$ cat src/rtl/lojik_pkg.sv
// lojik_pkg: shared FSM state encoding and default operand width for the shift-add multiplier.
package lojik_pkg;
    localparam int WIDTH_DEF = 4;
    typedef enum logic [1:0] {
        S_IDLE = 2'd0,
        S_BUSY = 2'd1,
        S_DONE = 2'd2
    } state_e;
endpackage

$ cat src/rtl/ripple_adder_n.sv
// ripple_adder_n: N-bit ripple-carry adder built from a chain of full_adder cells.
module full_adder (
    input  logic a,
    input  logic b,
    input  logic c_in,
    output logic sum,
    output logic c_out
);
    assign sum   = a ^ b ^ c_in;
    assign c_out = (a & b) | (c_in & (a ^ b));
endmodule

module ripple_adder_n #(
    parameter int N = 8
) (
    input  logic [N-1:0] a,
    input  logic [N-1:0] b,
    input  logic         c_in,
    output logic [N-1:0] sum,
    output logic         c_out
);
    logic [N:0] c;
    assign c[0]  = c_in;
    assign c_out = c[N];
    for (genvar i = 0; i < N; i++) begin : g_fa
        full_adder u_fa (
            .a     (a[i]),
            .b     (b[i]),
            .c_in  (c[i]),
            .sum   (sum[i]),
            .c_out (c[i+1])
        );
    end
endmodule

$ cat src/rtl/shift_add_mult4.sv
// shift_add_mult4: sequential unsigned shift-and-add multiplier with valid/ready handshakes.
// Define MULT_EARLY_EXIT_EN to leave BUSY as soon as no multiplier bits remain.
module shift_add_mult4
    import lojik_pkg::*;
#(
    parameter int WIDTH = WIDTH_DEF
) (
    input  logic                 clk,
    input  logic                 rst,
    input  logic                 in_valid,
    output logic                 in_ready,
    input  logic [WIDTH-1:0]     a,
    input  logic [WIDTH-1:0]     b,
    output logic                 out_valid,
    input  logic                 out_ready,
    output logic [2*WIDTH-1:0]   product
);
    localparam int CW = $clog2(WIDTH + 1);

    state_e               state_q;
    logic [2*WIDTH-1:0]   mcand_q, acc_q, acc_d, sum;
    logic [WIDTH-1:0]     mplier_q;
    logic [CW-1:0]        cnt_q;
    logic                 last;
    logic                 add_c_out_unused;

    ripple_adder_n #(.N(2 * WIDTH)) u_add (
        .a     (acc_q),
        .b     (mcand_q),
        .c_in  (1'b0),
        .sum   (sum),
        .c_out (add_c_out_unused)
    );

    assign acc_d = mplier_q[0] ? sum : acc_q;
`ifdef MULT_EARLY_EXIT_EN
    assign last = (cnt_q == CW'(WIDTH - 1)) || ((mplier_q >> 1) == '0);
`else
    assign last = cnt_q == CW'(WIDTH - 1);
`endif

    always_ff @(posedge clk) begin
        if (rst) begin
            state_q   <= S_IDLE;
            in_ready  <= 1'b1;
            out_valid <= 1'b0;
            product   <= '0;
            mcand_q   <= '0;
            mplier_q  <= '0;
            acc_q     <= '0;
            cnt_q     <= '0;
        end else begin
            case (state_q)
                S_IDLE: if (in_valid && in_ready) begin
                    mcand_q  <= {{WIDTH{1'b0}}, a};
                    mplier_q <= b;
                    acc_q    <= '0;
                    cnt_q    <= '0;
                    in_ready <= 1'b0;
                    state_q  <= S_BUSY;
                end
                S_BUSY: begin
                    acc_q    <= acc_d;
                    mcand_q  <= mcand_q << 1;
                    mplier_q <= mplier_q >> 1;
                    cnt_q    <= cnt_q + 1'b1;
                    if (last) begin
                        state_q   <= S_DONE;
                        out_valid <= 1'b1;
                        product   <= acc_d;
                    end
                end
                S_DONE: if (out_ready) begin
                    state_q   <= S_IDLE;
                    out_valid <= 1'b0;
                    in_ready  <= 1'b1;
                end
                default: begin
                    state_q   <= S_IDLE;
                    out_valid <= 1'b0;
                    in_ready  <= 1'b1;
                end
            endcase
        end
    end
endmodule
$ cat config.mk
export PLATFORM = sky130hd
export DESIGN_NAME = shift_add_mult4
export DESIGN_NICKNAME = d
export VERILOG_FILES = /design/src/rtl/lojik_pkg.sv /design/src/rtl/ripple_adder_n.sv /design/src/rtl/shift_add_mult4.sv
export SDC_FILE = /design/constraint.sdc
export NUM_CORES = 1
export LEC_CHECK = 0
export ABC_AREA = 1
export BUFFER_PORTS_ARGS = -buffer_cell sky130_fd_sc_hd__buf_2
export CAP_MARGIN = 15
export CORE_MARGIN = 4
export CORE_UTILIZATION = 30
export DETAILED_ROUTE_END_ITERATION = 8
export SYNTH_ARGS = -nofsm -noshare
export SYNTH_HDL_FRONTEND = slang
export SYNTH_SLANG_ARGS = --single-unit
$ cat constraint.sdc
create_clock -name clk -period 4.9 [get_ports clk]
set_clock_uncertainty 0.2 [all_clocks]
set_input_delay 0.735 -clock clk [delete_from_list [all_inputs] [get_ports clk]]
set_output_delay 0.735 -clock clk [all_outputs]
set_load 0.1 [all_outputs]
### Yosys cells after proc, flatten, opt, wreduce, memory -nomap -nowiden

Index checks and enable logic that the tools add are counted.

| word-level totals | value |
|---|---|
| register bits after elaboration | 35 |
| logic and storage cells | 78 |
| output and inout port bits | 10 |

| cells by class | value |
|---|---|
| muxes and demuxes | 19 |
| reductions and logical operators | 8 |
| add/subtract/negate cells | 1 |
| bitwise operators | 36 |
| equal/unequal tests | 6 |

Operator list:

| cell | number |
|---|---|
| $pmux W8 S2 | 2 |
| $mux W8 | 3 |
| $xor A1 B1 Y1 | 15 |
| $and A1 B1 Y1 | 13 |
| $reduce_and A3 Y1 | 3 |
| $pmux W4 S2 | 1 |
| $mux W2 | 3 |
| $ne A2 B2 Y1 const B | 3 |
| $or A1 B1 Y1 | 6 |
| $pmux W1 S3 | 2 |
| $pmux W2 S3 | 1 |
| $pmux W3 S2 | 1 |
| $mux W1 | 4 |
| $mux W4 | 1 |
| $reduce_and A2 Y1 | 2 |
| $add A3 B1 Y3 const B | 1 |
| $eq A3 B2 Y1 const B | 1 |
| $mux W3 | 1 |
| $eq A2 B1 Y1 const B | 1 |
| $eq A2 B2 Y1 const B | 1 |
| $logic_not A2 Y1 | 1 |
| $not A1 Y1 | 2 |
| $reduce_bool A2 Y1 | 1 |
| $logic_and A1 B1 Y1 | 1 |

### Longest topological paths before layout

Gate-level depths: netlist of run 1.

| logic depth | value |
|---|---|
| word-level depth | 16 |
| mapped depth | 16 |
| gate-level depth less buffers | 16 |

### By module

From an unflattened synthesis of run 1, not the netlist that was laid out.

| second synthesis, totals | value |
|---|---|
| cells, all modules | 225 |
| area total of the unflattened synthesis | 1732.9 um^2 |

By module, submodules not included:

| module | area an instance (um^2) | times used | seq. area each (um^2) | cells an instance |
|---|---|---|---|---|
| shift_add_mult4 | 1572.8 | 1 | 700.7 | 217 |
| full_adder | 20.0 | 8 | 0.0 | 1 |

### Worst setup path before layout of run 1

Ideal clock, no wire load.

| timing | value |
|---|---|
| path type | register to register |
| start point | register acc_q[0] |
| end point | register product[6] |
| buffers on the path | 0 |
| library setup time | 0.132 ns |
| data arrival time | 3.157 ns |
| cell stages (with the launch flop) | 14 |
| path slack | 1.411 ns |
| period minus slack after synthesis | 3.489 ns |
| cell sequence | dfxtp_1 > ha_1 > inv_1 > fa_1 > fa_1 > fa_1 > fa_1 > inv_1 > fa_1 > fa_1 > nand2_1 > nand2_1 > nand2_1 > a21oi_1 |

| on the way | value |
|---|---|
| longest elaborated chain between the ends | 13 |

Ends and longest elaborated chain:

| element | line | RTL |
|---|---|---|
| from (decl) | shift_add_mult4.sv:21 | `logic [2*WIDTH-1:0] mcand_q, acc_q, acc_d, sum;` |
| from (signal assigned) | shift_add_mult4.sv:50 | `acc_q <= '0;` |
| from (signal assigned) | shift_add_mult4.sv:57 | `acc_q <= '0;` |
| from (signal assigned) | shift_add_mult4.sv:63 | `acc_q <= acc_d;` |
| $and A1 B1 Y1 (2 in a row) | ripple_adder_n.sv:10 | `assign c_out = (a & b) \| (c_in & (a ^ b));` |
| $or A1 B1 Y1 | ripple_adder_n.sv:10 |  |
| $and A1 B1 Y1 | ripple_adder_n.sv:10 |  |
| $or A1 B1 Y1 | ripple_adder_n.sv:10 |  |
| $and A1 B1 Y1 | ripple_adder_n.sv:10 |  |
| $or A1 B1 Y1 | ripple_adder_n.sv:10 |  |
| $and A1 B1 Y1 | ripple_adder_n.sv:10 |  |
| $or A1 B1 Y1 | ripple_adder_n.sv:10 |  |
| $and A1 B1 Y1 | ripple_adder_n.sv:10 |  |
| $or A1 B1 Y1 | ripple_adder_n.sv:10 |  |
| $xor A1 B1 Y1 | ripple_adder_n.sv:9 | `assign sum = a ^ b ^ c_in;` |
| $mux W8 | shift_add_mult4.sv:35 | `assign acc_d = mplier_q[0] ? sum : acc_q;` |
| to (signal assigned) | shift_add_mult4.sv:47 | `product <= '0;` |
| to (signal assigned) | shift_add_mult4.sv:70 | `product <= acc_d;` |
| to (decl) | shift_add_mult4.sv:16 | `output logic [2*WIDTH-1:0] product` |

No other way between the ends.
A chain may end at the register's enable or synchronous reset.

### Final worst setup path of run 1

| timing | value |
|---|---|
| start point | register acc_q[0] |
| end point | register acc_q[6] |

| on the way | value |
|---|---|
| longest elaborated chain between the ends | 14 |

Ends and longest elaborated chain:

| element | line | RTL |
|---|---|---|
| $and A1 B1 Y1 (2 in a row) | ripple_adder_n.sv:10 |  |
| $or A1 B1 Y1 | ripple_adder_n.sv:10 |  |
| $and A1 B1 Y1 | ripple_adder_n.sv:10 |  |
| $or A1 B1 Y1 | ripple_adder_n.sv:10 |  |
| $and A1 B1 Y1 | ripple_adder_n.sv:10 |  |
| $or A1 B1 Y1 | ripple_adder_n.sv:10 |  |
| $and A1 B1 Y1 | ripple_adder_n.sv:10 |  |
| $or A1 B1 Y1 | ripple_adder_n.sv:10 |  |
| $and A1 B1 Y1 | ripple_adder_n.sv:10 |  |
| $or A1 B1 Y1 | ripple_adder_n.sv:10 |  |
| $xor A1 B1 Y1 | ripple_adder_n.sv:9 |  |
| $mux W8 | shift_add_mult4.sv:35 |  |
| $pmux W8 S2 | shift_add_mult4.sv:53 | `case (state_q)` |

No other way between the ends.

==> impl_table.tex, run 1 <==
\begin{tabular}{lr}
\hline
Metric & Value \\
\hline
\multicolumn{2}{l}{\textbf{STA}} \\
Peak Freq & 0.2764 GHz \\
Slew at the pin closest to its max-slew limit & 0.5281 ns \\
Worst max-slew margin expressed relative to the limit & 64.71\% \\
Final min period & 3.618 ns \\
Setup repair after global routing missed its margin & false \\
Number of failing setup endpoints in the final timing report & 0 \\
Slew Viols, Final & 0 \\
Fin. Hold Viols & 0 \\
Crit share post-route & 73.85\% \\
Fin Setup TNS & 0 ns \\
Final WS setup & 1.282 ns \\
\multicolumn{2}{l}{\textbf{Routing}} \\
Detail-routed net length per standard cell & 10.74 µm \\
DRC violation count after routing & 0 \\
Antenna violation net count after detailed routing & 0 \\
Vias & 1364 \\
DR iter-0 viols & 57 \\
Post-detailed-routing wire length & 3275 µm \\
Routed via count divided by cell count & 4.472 \\
Detailed Routing Iterations Pass 1 & 4 \\
\multicolumn{2}{l}{\textbf{Run status}} \\
Run status & completed \\
\multicolumn{2}{l}{\textbf{Placed design}} \\
Post-detailed-placement half-perimeter wirelength & 2293 µm \\
Post-Place Setup Slack & 1.292 ns \\
Count of buffers inserted at the top-level ports & 21 \\
Cells after DPL & 299 \\
Routability congestion estimate & 0.7563 \\
\multicolumn{2}{l}{\textbf{Final layout}} \\
Fraction of layout cells with a size suffix above 1 & 13.62\% \\
Layout Area Growth over Synthesis & 12.41\% \\
Number of antenna cells inserted & 0 \\
Fin util & 35.50\% \\
Area occupied by multi-input gates & 783.3 µm² \\
Commonest cells after routing, fill and taps aside & sky130\_fd\_sc\_hd\_\_nand2\_1, sky130\_fd\_sc\_hd\_\_dfxtp\_1, sky130\_fd\_sc\_hd\_\_a21oi\_1 \\
Total Nets Final & 257 \\
Number of cells in the finished layout apart from fillers & 305 \\
Count of fill cells added during filler insertion & 587 \\
Leading cell type in the layout, fill and taps excluded & sky130\_fd\_sc\_hd\_\_nand2\_1 \\
Area occupied by registers & 700.7 µm² \\
\multicolumn{2}{l}{\textbf{Floorplan}} \\
Die Footprint & 0.006766 mm² \\
Rows & 26 \\
Placeable core region & 0.005238 mm² \\
Top-level port count & 22 \\
Die height & 82.26 µm \\
Die width & 82.26 µm \\
Initial Utilization & 31.58\% \\
\multicolumn{2}{l}{\textbf{Yosys}} \\
Avg Inst Size Synth & 7.658 µm² \\
Gate Count Post-Synth & 216 \\
Total of flip-flops plus latches after synthesis & 35 \\
Library cells used by synthesis & 24 \\
Post-synthesis instance area & 0.001654 mm² \\
Syn\_nets & 237 \\
Yosys Warn Count & 0 \\
Proportion of synthesized chip area in sequential cells & 42.36\% \\
\multicolumn{2}{l}{\textbf{Pwr}} \\
Leakage & 0.7654 nW \\
Power density over the cells & 299.4 mW/mm² \\
Peak supply drop & 0.00009507 V \\
\multicolumn{2}{l}{\textbf{Global routing}} \\
Global-route met2 utilization & 17.79\% \\
Global-route wire length before repair & 5720 µm \\
Global-route usage over all layers & 11.01\% \\
Overall overflow remaining after global route & 0 \\
Peak-usage layer in the global routing report & met2 \\
Vias in the first global route & 1280 \\
Antenna violations before repair & 0 \\
Met3 track utilization from global routing & 2.711\% \\
GR Util met1 & 13.36\% \\
Largest net degree at the start of global routing & 26 \\
\multicolumn{2}{l}{\textbf{CTS}} \\
H-tree depth & 2 \\
Resized Gates After CTS & 0 \\
Count of buffers added by post-CTS timing repair for setup & 0 \\
Clock latency reported for the late side of the worst-skew pair & 0.28 ns \\
CTS tree & yes \\
Post-CTS clock slew at the launch and capture registers of the worst setup and hold paths & 0.06 ns \\
Quantity of hold-fixing buffers added after cts & 0 \\
Clock root buffer & sky130\_fd\_sc\_hd\_\_clkbuf\_8 \\
Num Clock Sinks & 35 \\
Number of buffers on the longest clock path & 2 \\
Number of buffers created by CTS & 5 \\
\multicolumn{2}{l}{\textbf{Setup path}} \\
CP startpoint kind & register \\
Worst Setup Path Type & register to register \\
Maximum fanout encountered on the critical timing path & 3 \\
Arrival time of data at the critical path endpoint & 3.57 ns \\
Required time of the critical path & 4.85 ns \\
Crit. End Element & register \\
\multicolumn{2}{l}{\textbf{Worst hold path}} \\
Class of the tightest hold or removal check & register to register \\
\multicolumn{2}{l}{\textbf{Flow run}} \\
Maximum Capacitance Violations & 0 \\
\hline
\end{tabular}
==> layout make-up <==
cell class | count | area share [%]
clock buffer | 6 | 3.903
sequential | 35 | 37.69
inverter | 28 | 5.922
multi-input combinational | 145 | 42.13
tap | 70 | 4.711
timing repair buffer | 21 | 5.653
==> logic make-up (layout without fill, tap and decap cells) <==
group                      after synthesis  in the layout  synth area share (%)
and+or+nand+nor                         78             78                 19.74
AOI/OAI and AO/OA                       58             58                 18.08
buffers and inverters                   36             55                 10.29
DFF                                     35             35                 42.36
adders and majority gates                9              9                 9.532
==> path summary, 6_finish.rpt <==
kind | startpoint | endpoint | slack (ns) | depth (start not counted)
setup / recovery | acc_q[0]$_SDFFE_PP0P_ | acc_q[6]$_SDFFE_PP0P_ | 1.28 | 13
hold / removal | mplier_q[2]$_SDFFE_PP0P_ | mplier_q[2]$_SDFFE_PP0P_ | 0.25 | 2
setup reg to reg | acc_q[0]$_SDFFE_PP0P_ | acc_q[6]$_SDFFE_PP0P_ | 1.28 | 13
hold reg to reg | mplier_q[2]$_SDFFE_PP0P_ | mplier_q[2]$_SDFFE_PP0P_ | 0.25 | 2
==> worst max-delay path: stages, from the launching register on <==
cell,delay (ns)
sky130_fd_sc_hd__dfxtp_1,0.35
sky130_fd_sc_hd__ha_1,0.15
sky130_fd_sc_hd__inv_1,0.05
sky130_fd_sc_hd__fa_1,0.44
sky130_fd_sc_hd__fa_1,0.46
sky130_fd_sc_hd__fa_1,0.46
sky130_fd_sc_hd__fa_1,0.42
sky130_fd_sc_hd__inv_1,0.08
sky130_fd_sc_hd__fa_1,0.21
sky130_fd_sc_hd__fa_1,0.40
sky130_fd_sc_hd__nand2_1,0.08
sky130_fd_sc_hd__nand2_1,0.06
sky130_fd_sc_hd__nand2_1,0.05
sky130_fd_sc_hd__a21oi_1,0.06
==> state kept, by name, indices dropped and copies added, names as in the netlist <==
signal     cells
product        8
mplier_q       4
mcand_q        8
out_valid      1
state_q        2
acc_q          8
cnt_q          3
in_ready       1
==> cell usage after synthesis <==
cell	instances	area (µm²)
sky130_fd_sc_hd__inv_2	1	3.750
sky130_fd_sc_hd__clkbuf_4	1	7.510
sky130_fd_sc_hd__o22ai_1	1	6.260
sky130_fd_sc_hd__buf_6	1	11.26
sky130_fd_sc_hd__nand3_1	1	5.000
sky130_fd_sc_hd__buf_4	2	15.01
sky130_fd_sc_hd__ha_1	3	37.54
sky130_fd_sc_hd__o21a_1	1	7.510
sky130_fd_sc_hd__nand2_4	2	22.52
sky130_fd_sc_hd__clkbuf_8	1	13.76
sky130_fd_sc_hd__clkinv_4	1	8.760
sky130_fd_sc_hd__clkbuf_1	2	7.510
sky130_fd_sc_hd__nor2_1	4	15.01
sky130_fd_sc_hd__o211a_1	1	10.01
sky130_fd_sc_hd__o21ai_1	2	10.01
sky130_fd_sc_hd__buf_2	1	5.000
sky130_fd_sc_hd__o21ai_0	21	105.1
sky130_fd_sc_hd__inv_1	26	97.59
sky130_fd_sc_hd__nand2_1	68	255.2
sky130_fd_sc_hd__a21oi_1	32	160.2
sky130_fd_sc_hd__fa_1	6	120.1
sky130_fd_sc_hd__dfxtp_1	35	700.7
sky130_fd_sc_hd__nand4_1	1	6.260
sky130_fd_sc_hd__nor2_4	2	22.52
==> power by group <==
| group | internal, mW | switching, mW | total (mW) | leakage (nW) |
|---|---|---|---|---|
| sequential | 0.296 | 0.00669 | 0.302 | 0.285 |
| clock | 0.0946 | 0.0941 | 0.189 | 0.0371 |
| combinational | 0.0184 | 0.0474 | 0.0658 | 0.444 |
==> per-stage QoR <==
step | power, mW | instance area [µm²] | hold WS, ns
after floorplan | 0.3638 | 1654 | 0.2239
after global placement | 0.3746 | 1787 | 0.2351
after detailed placement | 0.3752 | 1787 | 0.2404
after CTS | 0.5667 | 1859 | 0.2500
after global routing | 0.5882 | 1859 | 0.2789
final | 0.5567 | 1859 | 0.2486
==> per-layer routing <==
metal,part of all wire (%),vias to the layer above
li1,-,724
met1,48,607
met2,44,27
met3,5.6,6
met4,2.5,0
met5,0,-
Power figures use the tool's default switching activity.
==> run 2, diff against run 1 <==
==> constraint.sdc (replaced) <==
create_clock -name clk -period 3.05 [get_ports clk]
set_clock_uncertainty 0.2 [all_clocks]
set_input_delay 0.4575 -clock clk [delete_from_list [all_inputs] [get_ports clk]]
set_output_delay 0.4575 -clock clk [all_outputs]
set_load 0.1 [all_outputs]
==> impl_table.tex, run 2 (synthesis gave the netlist of run 1 again) <==
\begin{tabular}{lr}
\hline
Metric & Value \\
\hline
\multicolumn{2}{l}{\textbf{Floorplan}} \\
Top-level port count & 22 \\
Rows & 26 \\
Die height & 82.26 µm \\
Initial Utilization & 31.58\% \\
Die width & 82.26 µm \\
Die Footprint & 0.006766 mm² \\
Placeable core region & 0.005238 mm² \\
\multicolumn{2}{l}{\textbf{Worst hold path}} \\
Class of the tightest hold or removal check & register to register \\
\multicolumn{2}{l}{\textbf{STA}} \\
Slew Viols, Final & 0 \\
WHS & 0.2484 ns \\
Worst max-slew margin expressed relative to the limit & 63.23\% \\
Setup repair after global routing missed its margin & true \\
Crit share post-route & 103.3\% \\
Fin. Hold Viols & 0 \\
Peak Freq & 0.3175 GHz \\
Final WS setup & -0.09953 ns \\
Number of failing setup endpoints in the final timing report & 4 \\
Final min period & 3.150 ns \\
Slew at the pin closest to its max-slew limit & 0.5502 ns \\
\multicolumn{2}{l}{\textbf{CTS}} \\
Quantity of hold-fixing buffers added after cts & 0 \\
Post-CTS clock slew at the launch and capture registers of the worst setup and hold paths & 0.07 ns \\
Clock root buffer & sky130\_fd\_sc\_hd\_\_clkbuf\_8 \\
H-tree depth & 2 \\
Number of buffers on the longest clock path & 2 \\
CTS tree & yes \\
Clock latency reported for the late side of the worst-skew pair & 0.28 ns \\
Number of buffers created by CTS & 5 \\
Num Clock Sinks & 35 \\
\multicolumn{2}{l}{\textbf{Global routing}} \\
Vias in the first global route & 1299 \\
Overall overflow remaining after global route & 0 \\
Antenna violations before repair & 0 \\
Global-route usage over all layers & 11.02\% \\
Global-route wire length before repair & 5623 µm \\
Largest net degree at the start of global routing & 26 \\
\multicolumn{2}{l}{\textbf{Placed design}} \\
Cells after DPL & 300 \\
Post-detailed-placement half-perimeter wirelength & 2339 µm \\
Count of buffers inserted at the top-level ports & 21 \\
Post-Place Setup Slack & -0.07692 ns \\
Routability congestion estimate & 0.7137 \\
\multicolumn{2}{l}{\textbf{Final layout}} \\
Number of antenna cells inserted & 0 \\
Total Nets Final & 259 \\
Number of cells in the finished layout apart from fillers & 309 \\
Fraction of layout cells with a size suffix above 1 & 20.92\% \\
Commonest cells after routing, fill and taps aside & sky130\_fd\_sc\_hd\_\_nand2\_1, sky130\_fd\_sc\_hd\_\_dfxtp\_1, sky130\_fd\_sc\_hd\_\_a21oi\_1 \\
Top flop regs & acc\_q: 8 flops, mcand\_q: 8 flops, product: 8 flops \\
Layout Area Growth over Synthesis & 16.49\% \\
Leading cell type in the layout, fill and taps excluded & sky130\_fd\_sc\_hd\_\_nand2\_1 \\
\multicolumn{2}{l}{\textbf{Pwr}} \\
Power density over the cells & 472.6 mW/mm² \\
Peak supply drop & 0.0001511 V \\
Leakage & 0.7747 nW \\
\multicolumn{2}{l}{\textbf{Routing}} \\
Antenna violation net count after detailed routing & 0 \\
DRC violation count after routing & 0 \\
Post-detailed-routing wire length & 3313 µm \\
Detailed Routing Iterations Pass 1 & 4 \\
Vias & 1381 \\
Detail-routed net length per standard cell & 10.72 µm \\
Routed via count divided by cell count & 4.469 \\
DR iter-0 viols & 81 \\
\multicolumn{2}{l}{\textbf{Setup path}} \\
Required time of the critical path & 3.00 ns \\
Maximum fanout encountered on the critical timing path & 2 \\
Crit. End Element & register \\
CP startpoint kind & register \\
Arrival time of data at the critical path endpoint & 3.10 ns \\
Worst Setup Path Type & register to register \\
\multicolumn{2}{l}{\textbf{Run status}} \\
Violated checks & negative setup slack \\
Run status & finished with violations \\
\multicolumn{2}{l}{\textbf{Flow run}} \\
Maximum Capacitance Violations & 0 \\
\hline
\end{tabular}
-- run 2: final cells by class --
cell class / instances / area (µm²)
clock buffers: 7 / 76.32
clock inverters: 1 / 5.005
fillers: 570 / 3311
inverters: 28 / 110.1
multi-input cells: 145 / 824.5
flip-flops and latches: 35 / 703.2
well taps: 70 / 87.58
repair buffers: 23 / 120.1
-- run 2: metal layers --
layer / vias to the layer above / share of wire (%) / global-route usage, %
met1: 621 / 48 / 12.85
met5: - / 0 / 0
li1: 728 / - / -
met4: 0 / 1.6 / 5.980
met3: 4 / 4.6 / 2.820
met2: 28 / 46 / 18.35
-- run 2: through the flow --
| stage | TNS [ns] | utilization (%) | total power, mW | area, µm² |
|---|---|---|---|---|
| 6_report | -0.3256 | 36.79 | 0.9107 | 1927 |
| 5_1_grt | -1.030 | 36.79 | 0.9586 | 1927 |
| 4_1_cts | -0.3374 | 36.34 | 0.9247 | 1903 |
| 3_5_place_dp | -0.2678 | 34.78 | 0.6055 | 1822 |
| 3_3_place_gp | -0.1855 | 34.78 | 0.6050 | 1822 |
| 2_1_floorplan | 0 | - | 0.5865 | 1682 |
-- run 2: critical path, stage by stage, from the launching register on --
cell and delay [ns]:
sky130_fd_sc_hd__dfxtp_2 0.35, sky130_fd_sc_hd__ha_4 0.13, sky130_fd_sc_hd__inv_2 0.03, sky130_fd_sc_hd__fa_2 0.35
sky130_fd_sc_hd__fa_2 0.36, sky130_fd_sc_hd__fa_2 0.34, sky130_fd_sc_hd__fa_2 0.34, sky130_fd_sc_hd__inv_2 0.06
sky130_fd_sc_hd__fa_2 0.18, sky130_fd_sc_hd__fa_2 0.42, sky130_fd_sc_hd__nand2_1 0.06, sky130_fd_sc_hd__nand2_1 0.07
sky130_fd_sc_hd__nand2_1 0.08, sky130_fd_sc_hd__a21oi_2 0.05
-- run 2: report_power, final --
group / switching [mW] / internal [mW]
combinational: 0.0781 / 0.0314
sequential: 0.0112 / 0.475
clock: 0.155 / 0.160
-- run 2: what timing repair did --
action,in CTS,in global routing
setup buffers,0,1
setup endpoints to repair,4,6
gates resized for setup,0,5
-- run 2: final timing paths --
check	startpoint	to	slack (ns)	cells past startpoint
setup reg to reg	mcand_q[0]$_SDFFE_PP0P_	product[6]$_SDFFE_PP0P_	-0.1	13
setup / recovery	mcand_q[0]$_SDFFE_PP0P_	product[6]$_SDFFE_PP0P_	-0.1	13
hold / removal	mplier_q[3]$_SDFFE_PP0P_	mplier_q[3]$_SDFFE_PP0P_	0.25	2
hold reg to reg	mplier_q[3]$_SDFFE_PP0P_	mplier_q[3]$_SDFFE_PP0P_	0.25	2
